--- config.mk ---
export PLATFORM = sky130hd
export DESIGN_NAME = id_ex_pipeline_reg_flat
export DESIGN_NICKNAME = d
export VERILOG_FILES = /design/src/rtl/id_ex_pipeline_reg_pkg.sv /design/src/rtl/id_ex_pipeline_reg_if.sv /design/src/rtl/id_ex_pipeline_reg_sat_counter.sv /design/src/rtl/id_ex_pipeline_reg.sv /design/src/flat_wrapper.sv
export SDC_FILE = /design/constraint.sdc
export NUM_CORES = 1
export LEC_CHECK = 0
export CORE_MARGIN = 2
export CORE_UTILIZATION = 44
export DETAILED_ROUTE_END_ITERATION = 12
export GPL_TIMING_DRIVEN = 0
export PLACE_DENSITY = 0.93
export REMOVE_ABC_BUFFERS = 1
export SKIP_CTS_REPAIR_TIMING = 1
export SYNTH_ARGS = -nofsm -noshare
export SYNTH_HDL_FRONTEND = slang
export SYNTH_HIERARCHICAL = 1
export SYNTH_SLANG_ARGS = --single-unit
--- constraint.sdc ---
create_clock -name clk -period 6.45 [get_ports clk]
set_input_delay 1.6125 -clock clk [delete_from_list [all_inputs] [get_ports clk]]
set_output_delay 1.6125 -clock clk [all_outputs]
set_load 0.01 [all_outputs]
--- src/rtl/id_ex_pipeline_reg_pkg.sv ---
// mips_pipeline_pkg: constants and types shared by the MIPS pipeline registers.
// Contents: ALU opcode constants, the zero-register index REG_ZERO, and the
// id_ex_ctrl_t control bundle that the EX/MEM register reuses.
package mips_pipeline_pkg;
    localparam int ALU_OP_W_DEF = 4;
    localparam logic [ALU_OP_W_DEF-1:0] ALU_ADD = 4'd0;
    localparam logic [ALU_OP_W_DEF-1:0] ALU_SUB = 4'd1;
    localparam logic [ALU_OP_W_DEF-1:0] ALU_AND = 4'd2;
    localparam logic [ALU_OP_W_DEF-1:0] ALU_OR  = 4'd3;
    localparam logic [ALU_OP_W_DEF-1:0] ALU_SLT = 4'd4;
    localparam logic [4:0] REG_ZERO = 5'd0;
    typedef struct packed {
        logic                    regwrite;
        logic                    memread;
        logic                    memwrite;
        logic                    memtoreg;
        logic [ALU_OP_W_DEF-1:0] alu_op;
    } id_ex_ctrl_t;
endpackage

--- src/rtl/id_ex_pipeline_reg_if.sv ---
// id_ex_pipeline_reg_if: signal bundle between the ID stage and the ID/EX register.
// master: the ID side, which drives the id_* fields plus flush and mem_stall,
//         and sees the ID_EX_* stage contents, hold_upstream and the counters.
// slave:  the ID/EX register itself.
interface id_ex_pipeline_reg_if #(
    parameter int ALU_OP_W = 4,
    parameter int CNT_W    = 16
);
    logic                id_valid;
    logic [4:0]          id_rs;
    logic [4:0]          id_rt;
    logic [4:0]          id_rdest;
    logic                id_uses_rs;
    logic                id_uses_rt;
    logic [31:0]         id_read_data1;
    logic [31:0]         id_read_data2;
    logic [31:0]         id_imm;
    logic [31:0]         id_pc;
    logic                id_regwrite;
    logic                id_memread;
    logic                id_memwrite;
    logic                id_memtoreg;
    logic [ALU_OP_W-1:0] id_alu_op;
    logic                flush;
    logic                mem_stall;
    logic                ID_EX_valid;
    logic [4:0]          ID_EX_Rs;
    logic [4:0]          ID_EX_Rt;
    logic [4:0]          ID_EX_Rdest;
    logic [31:0]         ID_EX_read_data1;
    logic [31:0]         ID_EX_read_data2;
    logic [31:0]         ID_EX_imm;
    logic [31:0]         ID_EX_pc;
    logic                ID_EX_RegWrite;
    logic                ID_EX_MemRead;
    logic                ID_EX_MemWrite;
    logic                ID_EX_MemtoReg;
    logic [ALU_OP_W-1:0] ID_EX_alu_op;
    logic                hold_upstream;
    logic [CNT_W-1:0]    load_use_count;
    logic [CNT_W-1:0]    mem_stall_count;
    modport master (
        output id_valid, id_rs, id_rt, id_rdest, id_uses_rs, id_uses_rt,
               id_read_data1, id_read_data2, id_imm, id_pc,
               id_regwrite, id_memread, id_memwrite, id_memtoreg, id_alu_op,
               flush, mem_stall,
        input  ID_EX_valid, ID_EX_Rs, ID_EX_Rt, ID_EX_Rdest,
               ID_EX_read_data1, ID_EX_read_data2, ID_EX_imm, ID_EX_pc,
               ID_EX_RegWrite, ID_EX_MemRead, ID_EX_MemWrite, ID_EX_MemtoReg, ID_EX_alu_op,
               hold_upstream, load_use_count, mem_stall_count
    );
    modport slave (
        input  id_valid, id_rs, id_rt, id_rdest, id_uses_rs, id_uses_rt,
               id_read_data1, id_read_data2, id_imm, id_pc,
               id_regwrite, id_memread, id_memwrite, id_memtoreg, id_alu_op,
               flush, mem_stall,
        output ID_EX_valid, ID_EX_Rs, ID_EX_Rt, ID_EX_Rdest,
               ID_EX_read_data1, ID_EX_read_data2, ID_EX_imm, ID_EX_pc,
               ID_EX_RegWrite, ID_EX_MemRead, ID_EX_MemWrite, ID_EX_MemtoReg, ID_EX_alu_op,
               hold_upstream, load_use_count, mem_stall_count
    );
endinterface

--- src/rtl/id_ex_pipeline_reg_sat_counter.sv ---
// sat_counter: event counter that sticks at all-ones instead of wrapping.
// Ports: clk, rst (async active-high clear), inc (count this cycle), count_o (value).
module sat_counter #(
    parameter int CNT_W = 16
) (
    input  logic             clk,
    input  logic             rst,
    input  logic             inc,
    output logic [CNT_W-1:0] count_o
);
    logic [CNT_W-1:0] count_q, count_d;
    always_comb count_d = (inc && count_q != '1) ? count_q + CNT_W'(1) : count_q;
    always_ff @(posedge clk or posedge rst) begin
        if (rst) count_q <= '0;
        else     count_q <= count_d;
    end
    assign count_o = count_q;
endmodule

--- src/rtl/id_ex_pipeline_reg.sv ---
// id_ex_pipeline_reg: ID/EX register of the 5-stage MIPS pipeline.
// Ports: clk, rst (async active-high), bus (slave side of id_ex_pipeline_reg_if:
// id_* decode fields, flush, mem_stall in; ID_EX_* stage contents,
// hold_upstream and the two saturating stall counters out).
module id_ex_pipeline_reg
    import mips_pipeline_pkg::*;
#(
    parameter int ALU_OP_W = 4,
    parameter int CNT_W    = 16
) (
    input logic                clk,
    input logic                rst,
    id_ex_pipeline_reg_if.slave bus
);
    typedef struct packed {
        logic                valid;
        logic [4:0]          rs;
        logic [4:0]          rt;
        logic [4:0]          rdest;
        logic [31:0]         rd1;
        logic [31:0]         rd2;
        logic [31:0]         imm;
        logic [31:0]         pc;
        logic                regwrite;
        logic                memread;
        logic                memwrite;
        logic                memtoreg;
        logic [ALU_OP_W-1:0] alu_op;
    } stage_t;
    stage_t stage_q, stage_d, capture;
    logic   pending_flush_q, pending_flush_d;
    logic   load_use, squash;
    // A load in EX whose result an ID instruction needs one cycle too early.
    // Rdest of zero never forwards, so it can never create a hazard.
    always_comb begin
        load_use = stage_q.valid & stage_q.memread & (stage_q.rdest != REG_ZERO) & bus.id_valid &
                   ((bus.id_uses_rs & (bus.id_rs == stage_q.rdest)) |
                    (bus.id_uses_rt & (bus.id_rt == stage_q.rdest)));
    end
    assign squash = bus.flush | pending_flush_q;
    // A squashed instruction need not be re-presented, so flushes cancel the load-use hold.
    assign bus.hold_upstream = bus.mem_stall | (load_use & ~squash);
    // An empty ID slot must not look like a writer to the forwarding unit.
    always_comb begin
        capture = '{
            valid:    bus.id_valid,
            rs:       bus.id_rs,
            rt:       bus.id_rt,
            rdest:    bus.id_valid ? bus.id_rdest : REG_ZERO,
            rd1:      bus.id_read_data1,
            rd2:      bus.id_read_data2,
            imm:      bus.id_imm,
            pc:       bus.id_pc,
            regwrite: bus.id_valid & bus.id_regwrite,
            memread:  bus.id_valid & bus.id_memread,
            memwrite: bus.id_valid & bus.id_memwrite,
            memtoreg: bus.id_valid & bus.id_memtoreg,
            alu_op:   bus.id_valid ? bus.id_alu_op : {ALU_OP_W{1'b0}}
        };
    end
    // Priority: memory freeze, then flush (live or remembered), then load-use bubble, then capture.
    always_comb begin
        stage_d         = bus.mem_stall ? stage_q : (squash | load_use) ? stage_t'('0) : capture;
        pending_flush_d = bus.mem_stall & (pending_flush_q | bus.flush);
    end
    always_ff @(posedge clk or posedge rst) begin
        if (rst) begin
            stage_q         <= '0;
            pending_flush_q <= 1'b0;
        end else begin
            stage_q         <= stage_d;
            pending_flush_q <= pending_flush_d;
        end
    end
    sat_counter #(.CNT_W(CNT_W)) u_load_use_cnt (
        .clk     (clk),
        .rst     (rst),
        .inc     (~bus.mem_stall & ~squash & load_use),
        .count_o (bus.load_use_count)
    );
    sat_counter #(.CNT_W(CNT_W)) u_mem_stall_cnt (
        .clk     (clk),
        .rst     (rst),
        .inc     (bus.mem_stall),
        .count_o (bus.mem_stall_count)
    );
    assign bus.ID_EX_valid      = stage_q.valid;
    assign bus.ID_EX_Rs         = stage_q.rs;
    assign bus.ID_EX_Rt         = stage_q.rt;
    assign bus.ID_EX_Rdest      = stage_q.rdest;
    assign bus.ID_EX_read_data1 = stage_q.rd1;
    assign bus.ID_EX_read_data2 = stage_q.rd2;
    assign bus.ID_EX_imm        = stage_q.imm;
    assign bus.ID_EX_pc         = stage_q.pc;
    assign bus.ID_EX_RegWrite   = stage_q.regwrite;
    assign bus.ID_EX_MemRead    = stage_q.memread;
    assign bus.ID_EX_MemWrite   = stage_q.memwrite;
    assign bus.ID_EX_MemtoReg   = stage_q.memtoreg;
    assign bus.ID_EX_alu_op     = stage_q.alu_op;
endmodule

--- src/flat_wrapper.sv ---
// flat-port wrapper written by rule: the top's interface ports become plain ports
module id_ex_pipeline_reg_flat import mips_pipeline_pkg::*;
#(
    parameter int ALU_OP_W = 4,
    parameter int CNT_W    = 16
)
  (clk, rst, bus_id_valid, bus_id_rs, bus_id_rt, bus_id_rdest, bus_id_uses_rs, bus_id_uses_rt, bus_id_read_data1, bus_id_read_data2, bus_id_imm, bus_id_pc, bus_id_regwrite, bus_id_memread, bus_id_memwrite, bus_id_memtoreg, bus_id_alu_op, bus_flush, bus_mem_stall, bus_ID_EX_valid, bus_ID_EX_Rs, bus_ID_EX_Rt, bus_ID_EX_Rdest, bus_ID_EX_read_data1, bus_ID_EX_read_data2, bus_ID_EX_imm, bus_ID_EX_pc, bus_ID_EX_RegWrite, bus_ID_EX_MemRead, bus_ID_EX_MemWrite, bus_ID_EX_MemtoReg, bus_ID_EX_alu_op, bus_hold_upstream, bus_load_use_count, bus_mem_stall_count);
  id_ex_pipeline_reg_if #(.ALU_OP_W(ALU_OP_W), .CNT_W(CNT_W)) bus_i ();
  input logic clk;
  input logic rst;
  input wire logic [$bits(bus_i.id_valid)-1:0] bus_id_valid;
  input wire logic [$bits(bus_i.id_rs)-1:0] bus_id_rs;
  input wire logic [$bits(bus_i.id_rt)-1:0] bus_id_rt;
  input wire logic [$bits(bus_i.id_rdest)-1:0] bus_id_rdest;
  input wire logic [$bits(bus_i.id_uses_rs)-1:0] bus_id_uses_rs;
  input wire logic [$bits(bus_i.id_uses_rt)-1:0] bus_id_uses_rt;
  input wire logic [$bits(bus_i.id_read_data1)-1:0] bus_id_read_data1;
  input wire logic [$bits(bus_i.id_read_data2)-1:0] bus_id_read_data2;
  input wire logic [$bits(bus_i.id_imm)-1:0] bus_id_imm;
  input wire logic [$bits(bus_i.id_pc)-1:0] bus_id_pc;
  input wire logic [$bits(bus_i.id_regwrite)-1:0] bus_id_regwrite;
  input wire logic [$bits(bus_i.id_memread)-1:0] bus_id_memread;
  input wire logic [$bits(bus_i.id_memwrite)-1:0] bus_id_memwrite;
  input wire logic [$bits(bus_i.id_memtoreg)-1:0] bus_id_memtoreg;
  input wire logic [$bits(bus_i.id_alu_op)-1:0] bus_id_alu_op;
  input wire logic [$bits(bus_i.flush)-1:0] bus_flush;
  input wire logic [$bits(bus_i.mem_stall)-1:0] bus_mem_stall;
  output wire logic [$bits(bus_i.ID_EX_valid)-1:0] bus_ID_EX_valid;
  output wire logic [$bits(bus_i.ID_EX_Rs)-1:0] bus_ID_EX_Rs;
  output wire logic [$bits(bus_i.ID_EX_Rt)-1:0] bus_ID_EX_Rt;
  output wire logic [$bits(bus_i.ID_EX_Rdest)-1:0] bus_ID_EX_Rdest;
  output wire logic [$bits(bus_i.ID_EX_read_data1)-1:0] bus_ID_EX_read_data1;
  output wire logic [$bits(bus_i.ID_EX_read_data2)-1:0] bus_ID_EX_read_data2;
  output wire logic [$bits(bus_i.ID_EX_imm)-1:0] bus_ID_EX_imm;
  output wire logic [$bits(bus_i.ID_EX_pc)-1:0] bus_ID_EX_pc;
  output wire logic [$bits(bus_i.ID_EX_RegWrite)-1:0] bus_ID_EX_RegWrite;
  output wire logic [$bits(bus_i.ID_EX_MemRead)-1:0] bus_ID_EX_MemRead;
  output wire logic [$bits(bus_i.ID_EX_MemWrite)-1:0] bus_ID_EX_MemWrite;
  output wire logic [$bits(bus_i.ID_EX_MemtoReg)-1:0] bus_ID_EX_MemtoReg;
  output wire logic [$bits(bus_i.ID_EX_alu_op)-1:0] bus_ID_EX_alu_op;
  output wire logic [$bits(bus_i.hold_upstream)-1:0] bus_hold_upstream;
  output wire logic [$bits(bus_i.load_use_count)-1:0] bus_load_use_count;
  output wire logic [$bits(bus_i.mem_stall_count)-1:0] bus_mem_stall_count;
  assign bus_i.id_valid = bus_id_valid;
  assign bus_i.id_rs = bus_id_rs;
  assign bus_i.id_rt = bus_id_rt;
  assign bus_i.id_rdest = bus_id_rdest;
  assign bus_i.id_uses_rs = bus_id_uses_rs;
  assign bus_i.id_uses_rt = bus_id_uses_rt;
  assign bus_i.id_read_data1 = bus_id_read_data1;
  assign bus_i.id_read_data2 = bus_id_read_data2;
  assign bus_i.id_imm = bus_id_imm;
  assign bus_i.id_pc = bus_id_pc;
  assign bus_i.id_regwrite = bus_id_regwrite;
  assign bus_i.id_memread = bus_id_memread;
  assign bus_i.id_memwrite = bus_id_memwrite;
  assign bus_i.id_memtoreg = bus_id_memtoreg;
  assign bus_i.id_alu_op = bus_id_alu_op;
  assign bus_i.flush = bus_flush;
  assign bus_i.mem_stall = bus_mem_stall;
  assign bus_ID_EX_valid = bus_i.ID_EX_valid;
  assign bus_ID_EX_Rs = bus_i.ID_EX_Rs;
  assign bus_ID_EX_Rt = bus_i.ID_EX_Rt;
  assign bus_ID_EX_Rdest = bus_i.ID_EX_Rdest;
  assign bus_ID_EX_read_data1 = bus_i.ID_EX_read_data1;
  assign bus_ID_EX_read_data2 = bus_i.ID_EX_read_data2;
  assign bus_ID_EX_imm = bus_i.ID_EX_imm;
  assign bus_ID_EX_pc = bus_i.ID_EX_pc;
  assign bus_ID_EX_RegWrite = bus_i.ID_EX_RegWrite;
  assign bus_ID_EX_MemRead = bus_i.ID_EX_MemRead;
  assign bus_ID_EX_MemWrite = bus_i.ID_EX_MemWrite;
  assign bus_ID_EX_MemtoReg = bus_i.ID_EX_MemtoReg;
  assign bus_ID_EX_alu_op = bus_i.ID_EX_alu_op;
  assign bus_hold_upstream = bus_i.hold_upstream;
  assign bus_load_use_count = bus_i.load_use_count;
  assign bus_mem_stall_count = bus_i.mem_stall_count;
  id_ex_pipeline_reg #(.ALU_OP_W(ALU_OP_W), .CNT_W(CNT_W)) u_core (.clk(clk), .rst(rst), .bus(bus_i));
endmodule
Word level (Yosys, flattened, before mapping) --
Cells that the tools add are included.
Storage, ports and cells: flip-flop bits (word level) 185
Cells by class: bitwise gates (word level) 20, muxes and demuxes 3, add/sub/neg operators 2, reduce and logical (&&, ||, !) cells 3, eq/ne operators 4
Operators with widths (number):
- 152-bit 2-to-1 mux | 1
- 16-bit by 1-bit adder with 16-bit output (second input constant) | 2
- 16-bit != test (second input constant) | 2
- 1-bit AND | 14
- 5-bit equality test | 2
- 5-bit 2-to-1 mux | 1
- 5-bit nonzero test | 1
- 4-bit 2-to-1 mux | 1
- 1-bit OR | 4
- 1-bit logical AND | 2
- 1-bit NOT | 2

Longest topological paths before layout --
Gate-level depths: netlist (run 1).
depth in word-level cells 6, depth in mapped cells 9, mapped depth without buffers 8

By module --
The synthesis (run 1) kept the hierarchy.
By module, submodules not included:
- id_ex_pipeline_reg | times used 1, cells each 716, sequential area each 3828.7 um2, area an instance 7088.0 um2
- sat_counter | times used 2, cells each 71, sequential area each 400.4 um2, area an instance 805.8 um2

Worst setup path before layout (run 1) --
No wires, ideal clock.
kind input to output, start input port bus_id_rt[1], end output port bus_hold_upstream, path buffers 2, path slack 2.078 ns, cell stages on the path 6, arrival time 2.759 ns, path through xnor2_1 nand4_1 o22ai_1 buf_2 clkbuf_1 a21o_1
Between the ends: word-level cells in the longest chain between the ends 6
Ends and longest elaborated chain:
- start, declared | RTL line flat_wrapper.sv:13 | input wire logic [$bits(bus_i.id_rt)-1:0] bus_id_rt;
- 5-bit equality test | RTL line id_ex_pipeline_reg.sv:38 | (bus.id_uses_rt & (bus.id_rt == stage_q.rdest)));
- 1-bit AND | RTL line id_ex_pipeline_reg.sv:38
- 1-bit OR | RTL line id_ex_pipeline_reg.sv:37 | ((bus.id_uses_rs & (bus.id_rs == stage_q.rdest)) |
- 1-bit AND | RTL line id_ex_pipeline_reg.sv:36 | load_use = stage_q.valid & stage_q.memread & (stage_q.rdest != REG_ZERO) & bus.id_valid &
- 1-bit AND | RTL line id_ex_pipeline_reg.sv:42 | assign bus.hold_upstream = bus.mem_stall | (load_use & ~squash);
- 1-bit OR | RTL line id_ex_pipeline_reg.sv:42
- end, declared | RTL line flat_wrapper.sv:41 | output wire logic [$bits(bus_i.hold_upstream)-1:0] bus_hold_upstream;
Every way passes these cells.

Worst setup path after layout (run 1) --
Same ends and word-level chain as after synthesis.

==> flow_summary.toml, run 1 <==
[yosys]
synthTopCellsByArea = "dfrtp_1, a32oi_1, o21ai_0"
synth.most_common_cell = "dfrtp_1"
synth_seq_cells = 185
async_reset_ff_share_pct = 100.0
synth_top_area_share_pct = 53.21
yosysTopAreaCell = "dfrtp_1"
synth_common_cells = "dfrtp_1, nand2_1, a32oi_1, o21ai_0, clkbuf_1"
synth_flop_cell = "dfrtp_1"
synth-edff-count = 0
synth_area_mm2 = 0.008700
ys_types = 36
yosysWarnings = 6
yosysSeqAreaShare_pct = 53.21
syn-instance-count = 858
syn_area_per_cell_um2 = 10.14

[floorplanning]
initial_utilization_pct = 44.70
dieArea_mm2 = 0.02091
design.core.area_mm2 = 0.01946
rows = 51
io_pins = 343
dieHeight_um = 144.6
chipWidth_um = 144.6

[route]
drc = 0
vias = 8650
wl_per_cell_um = 20.10
ant_nets = 0
drt-pass1-iter-count = 5
vias_per_cell = 5.986
drt_iter0_drc = 717
routed_wl_um = 29050

[timing]
fin_crit_sh_pct = 93.37
finalMaxSlewViolations = 0
hold_viol = 0
fmax_ghz = 0.1660
holdWs_ps = 490.3
period_needed_ps = 6023
rsz0062_at_grt = "no"
setup_ws_ps = 427.5
worstMarginPinSlew_ps = 858.8
slew_headroom_pct = 42.44
fin_tns_setup_ps = 0
setup_violations = 0
finClkSkew_ps = 11.87

[clock_tree]
clock_sinks = 185
cts_tree = "built"
cts.root.buffer_cell = "clkbuf_16"
numCtsBuffers = 17
clk_latency_ps = 420
path_clk_slew_ps = 70
htreeDepth = 4
cts_buffer_depth = 2

[placement]
port_buffers = 342
dp_slack_ps = 438.2
gp_congestion = 0.8376
dp_hpwl_um = 20750

[power]
ir_drop_mv = 0.1677
p_leak_nw = 5.342
powerDensity_mw_per_mm2 = 246.7
total_power_mw = 3.262

[final_layout]
multi_input_area_mm2 = 0.003735
layout.nets = 1327
drive_gt1_share_pct = 6.780
area_delta_synth_final_pct = 51.99
antenna_cells = 0
register_area_mm2 = 0.004629
nFillCells = 1420
utilization_pct = 67.94

[grt]
gr-total-overflow = 0
antenna_found_initial = 0
grt.total_usage_pct = 27.20
grt_max_degree = 108
grt_pass1_vias = 8768
grt_pass1_wl_um = 44860

[hold_path]
min_path_type = "reg2reg"

[run]
max_cap_violations = 0

[critical_path]
crit_fanout = 36
required_ps = 4840
path_class = "in2out"
arrival_ps = 4410
cp-end-kind = "primary output"
start_kind = "input port"

[run_status]
status = "complete, no violations"
flip-flops by register name (all words and copies together) (netlist names):
register and count:
u_core/bus.ID_EX_valid 1, u_core/pending_flush_q 1, u_core/bus.ID_EX_pc 32, u_core/bus.ID_EX_read_data1 32, u_core/bus.ID_EX_Rdest 5, u_core/bus.ID_EX_Rs 5
u_core/bus.ID_EX_alu_op 4, u_core/bus.ID_EX_Rt 5, u_core/u_load_use_cnt/count_o 16, u_core/bus.ID_EX_MemtoReg 1, u_core/bus.ID_EX_MemRead 1, u_core/u_mem_stall_cnt/count_o 16
u_core/bus.ID_EX_MemWrite 1, u_core/bus.ID_EX_imm 32, u_core/bus.ID_EX_RegWrite 1, u_core/bus.ID_EX_read_data2 32
area by class of cell:
| cell class | count | share of cell area [%] |
|---|---|---|
| repair buffers | 372 | 29.55 |
| inverters | 3 | 0.1419 |
| well taps | 265 | 2.508 |
| clock buffers | 20 | 3.302 |
| multi-input cells | 588 | 28.25 |
| flip-flops and latches | 185 | 35.01 |
| clock inverters | 12 | 1.240 |
layer usage:
layer,vias to the layer above,global-route usage (%),wire length [um]
met5,-,0,0
met4,0,15.23,1287
met3,93,7.715,2378
met2,450,45.60,14570
met1,4235,31.35,10820
li1,3872,-,-
cells by family after synthesis:
kind of cell / Yosys count / synth area share (%)
AOI/OAI and AO/OA: 315 / 25.27
and+or+nand+nor: 233 / 13.10
muxes: 6 / 0.7479
xor gates and xnor gates: 32 / 3.222
buffers and inverters: 85 / 4.156
adders and majority gates: 2 / 0.2876
DFF: 185 / 53.21
stage by stage:
| step | instances | cell area (um^2) |
|---|---|---|
| after CTS | 1445 | 13220 |
| after global placement | 1383 | 12100 |
| after floorplan | 776 | 8349 |
| final | 1445 | 13220 |
| after global routing | 1445 | 13220 |
| after detailed placement | 1413 | 12620 |
where the power goes:
| part | switching [mW] | leakage (nW) | internal [mW] |
|---|---|---|---|
| Clock | 0.468 | 0.284 | 0.618 |
| Sequential | 0.110 | 2.40 | 1.29 |
| Combinational | 0.348 | 2.66 | 0.428 |
cells in the final DEF, fill, tap and decap left out, drive strengths merged, types with 6 or more instances in the layout:
master	instances
a21o	14
a22o	13
a32oi	139
and3	24
and4	8
buf	31
clkbuf	20
clkdlybuf4s50	341
dfrtp	185
inv	7
nand2	155
nand3	14
nand4	16
nor2	6
o21ai	140
xnor2	32
path summary, 6_finish.rpt:
| path | slack, ps | end | cells past startpoint | from |
|---|---|---|---|---|
| hold / removal | 490 | u_core/bus.ID_EX_read_data1[21]$_DFFE_PP0N_ | 2 | u_core/bus.ID_EX_read_data1[21]$_DFFE_PP0N_ |
| hold reg to reg | 490 | u_core/bus.ID_EX_read_data1[21]$_DFFE_PP0N_ | 2 | u_core/bus.ID_EX_read_data1[21]$_DFFE_PP0N_ |
| min in group asynchronous | 1650 | u_core/bus.ID_EX_Rs[2]$_DFFE_PP0N_ | 2 | rst |
| setup reg to reg | 3300 | u_core/u_load_use_cnt/count_o[14]$_DFFE_PP0P_ | 8 | u_core/bus.ID_EX_Rdest[3]$_DFFE_PP0N_ |
| max in group asynchronous | 3870 | u_core/bus.ID_EX_pc[16]$_DFFE_PP0N_ | 3 | rst |
| setup / recovery | 430 | bus_hold_upstream | 9 | bus_id_rt[1] |
critical path, stage by stage:
cell and delay, ps:
clkdlybuf4s50_1 540, xnor2_1 140, nand4_1 240, o22ai_4 530
buf_16 240, buf_12 200, buf_16 180, a21o_1 130
clkdlybuf4s50_1 560
Power figures use the tool's default switching activity.
==> inputs of run 2 (changes only) <==
Settings changed: CORE_UTILIZATION 44 to 45, CTS_BUF_LIST set to sky130_fd_sc_hd__clkbuf_4, CTS_CLUSTER_DIAMETER set to 40, PLACE_DENSITY 0.93 to 0.94.
==> run 2 against run 1 <==
Compared with the run above: clock power fell by 32%; maximum frequency rose by 4.6%; non-clock buffer count fell by 1; first-iteration DRC count rose by 3.5%; count of clock-buffer cells in the layout fell by 1; routed wire length rose by 0.65%; register-to-register slack got worse by 60 ps; critical path type unchanged; via count rose by 0.73%; sequential share of layout area rose by 0.82 points.
==> flow_summary.toml, run 2 (synthesis results as in run 1) <==
[critical_path]
critPathSlowestCell = "clkdlybuf4s50_1"
slowest_delay_ps = 790
required_ps = 4840
arrival_ps = 4140
crit_chain = "clkdlybuf4s50_1, and3_1, o21ai_4, buf_12, buf_12, nor3_1, a21o_1, clkdlybuf4s50_1"
cp-end-kind = "primary output"
path_class = "in2out"
r2r-start = "u_core/bus.ID_EX_Rdest[1]$_DFFE_PP0N_"
path_buf_inv = 4
crit_fanout = 36
start_kind = "input port"
timing.critical_path.max_delay_family = "buffers and inverters"
startpoint = "bus_id_valid"

[route]
drt_iter0_drc = 742
vias = 8713
wl_per_cell_um = 20.30
routed_wl_um = 29240
vias_per_cell = 6.051
drt-pass1-iter-count = 5
ant_nets = 0
drc = 0

[placement]
gp_congestion = 0.8536
dp_hpwl_um = 20770
place_inst = 1407
placed_cell_area_mm2 = 0.01258
port_buffers = 342

[floorplanning]
rows = 50
dieHeight_um = 143.0
design.core.area_mm2 = 0.01883
initial_utilization_pct = 46.20
io_pins = 343
chipWidth_um = 143.0
dieArea_mm2 = 0.02046

[final_layout]
multi_input_area_mm2 = 0.003735
nFillCells = 1323
stdcell_count = 1440
final_area_mm2 = 0.01292
drive_gt1_share_pct = 6.955
utilization_pct = 68.60
final_cell_mix = "clkdlybuf4s50_1, dfrtp_1, nand2_1"
area_delta_synth_final_pct = 48.50
layout.nets = 1326
layout_commonest_cell = "clkdlybuf4s50_1"
register_area_mm2 = 0.004629

[timing]
finalMaxSlewViolations = 0
rsz0062_at_grt = "no"
fmax_ghz = 0.1737
worstMarginPinSlew_ps = 790.9
hold_viol = 0
period_needed_ps = 5757
finClkSkew_ps = 43.56
holdWs_ps = 505.4
setup_violations = 0
slew_headroom_pct = 46.99
fin_crit_sh_pct = 89.26

[grt]
grt_pass1_vias = 8404
grt_max_degree = 111
antenna_found_initial = 1
gr-total-overflow = 0
grt.total_usage_pct = 27.72
grt_pass1_wl_um = 44890

[power]
powerDensity_mw_per_mm2 = 225.5
ir_drop_mv = 0.1427
p_leak_nw = 5.215
total_power_mw = 2.914

[clock_tree]
clock_sinks = 185
clk_latency_ps = 580
cts_tree = "built"
cts.root.buffer_cell = "clkbuf_4"
path_clk_slew_ps = 150
htreeDepth = 4
cts_buffer_depth = 2
numCtsBuffers = 17

[hold_path]
min_path_type = "reg2reg"
min_from = "u_core/bus.ID_EX_pc[27]$_DFFE_PP0N_"

[run_status]
status = "complete, no violations"

[run]
max_cap_violations = 0
run 2: cell count changes in the layout (fill, tap and decap cells not counted):
cell | previous run | this run
clkbuf_4 | 0 | 19
clkbuf_16 | 17 | 0
clkbuf_1 | 3 | 0
buf_4 | 1 | 3
buf_8 | 2 | 0
buf_12 | 5 | 6
buf_16 | 6 | 5
buf_6 | 17 | 16
bufinv_16 | 3 | 4
diode_2 | 0 | 1
inv_6 | 3 | 4
inv_8 | 2 | 1
run 2: cell type report:
cell class              count  share of cell area, %
flip-flops and latches    185                  35.84
repair buffers            371                  29.99
multi-input cells         588                  28.91
well taps                 260                  2.518
clock inverters            13                  1.482
clock buffers              19                  1.104
inverters                   3                 0.1453
diodes                      1                0.01937
run 2: worst min-delay path, cell delays in order (launching register included):
cell and delay (ps):
dfrtp_1 370, a32oi_1 50, o21ai_0 60
run 2: metrics by stage:
stage | setup WS [ps] | setup TNS (ps)
global route | 629.2 | 0
CTS | 741.6 | 0
detailed placement | 757.7 | 0
global placement | -27630 | -4764620
finish | 692.7 | 0
floorplan | -11270 | -1788700
run 2: where the power goes:
| group | internal, mW | total (mW) | switching (mW) | leakage (nW) |
|---|---|---|---|---|
| registers | 1.29 | 1.39 | 0.103 | 2.40 |
| logic | 0.426 | 0.776 | 0.350 | 2.65 |
| clock network | 0.321 | 0.744 | 0.423 | 0.171 |
| total | 2.04 | 2.91 | 0.877 | 5.22 |
run 2: layer usage:
metal	global-route usage (%)	wire, um	vias to the layer above
li1	-	-	3872
met2	45.81	14540	491
met1	33.82	11040	4266
met3	6.271	2453	84
met4	14.80	1212	0
met5	0	0	-
run 2: final timing paths:
path                                                                       to  slack [ps]  cells after the start
worst max-delay path                                        bus_hold_upstream         690                      8
worst min-delay path                      u_core/bus.ID_EX_pc[27]$_DFFE_PP0N_         510                      2
worst max register to register  u_core/u_load_use_cnt/count_o[14]$_DFFE_PP0P_        3240                      8
worst min register to register            u_core/bus.ID_EX_pc[27]$_DFFE_PP0N_         510                      2
max in group asynchronous         u_core/bus.ID_EX_read_data1[30]$_DFFE_PP0N_        4050                      3
min in group asynchronous         u_core/bus.ID_EX_read_data1[28]$_DFFE_PP0N_        1470                      2
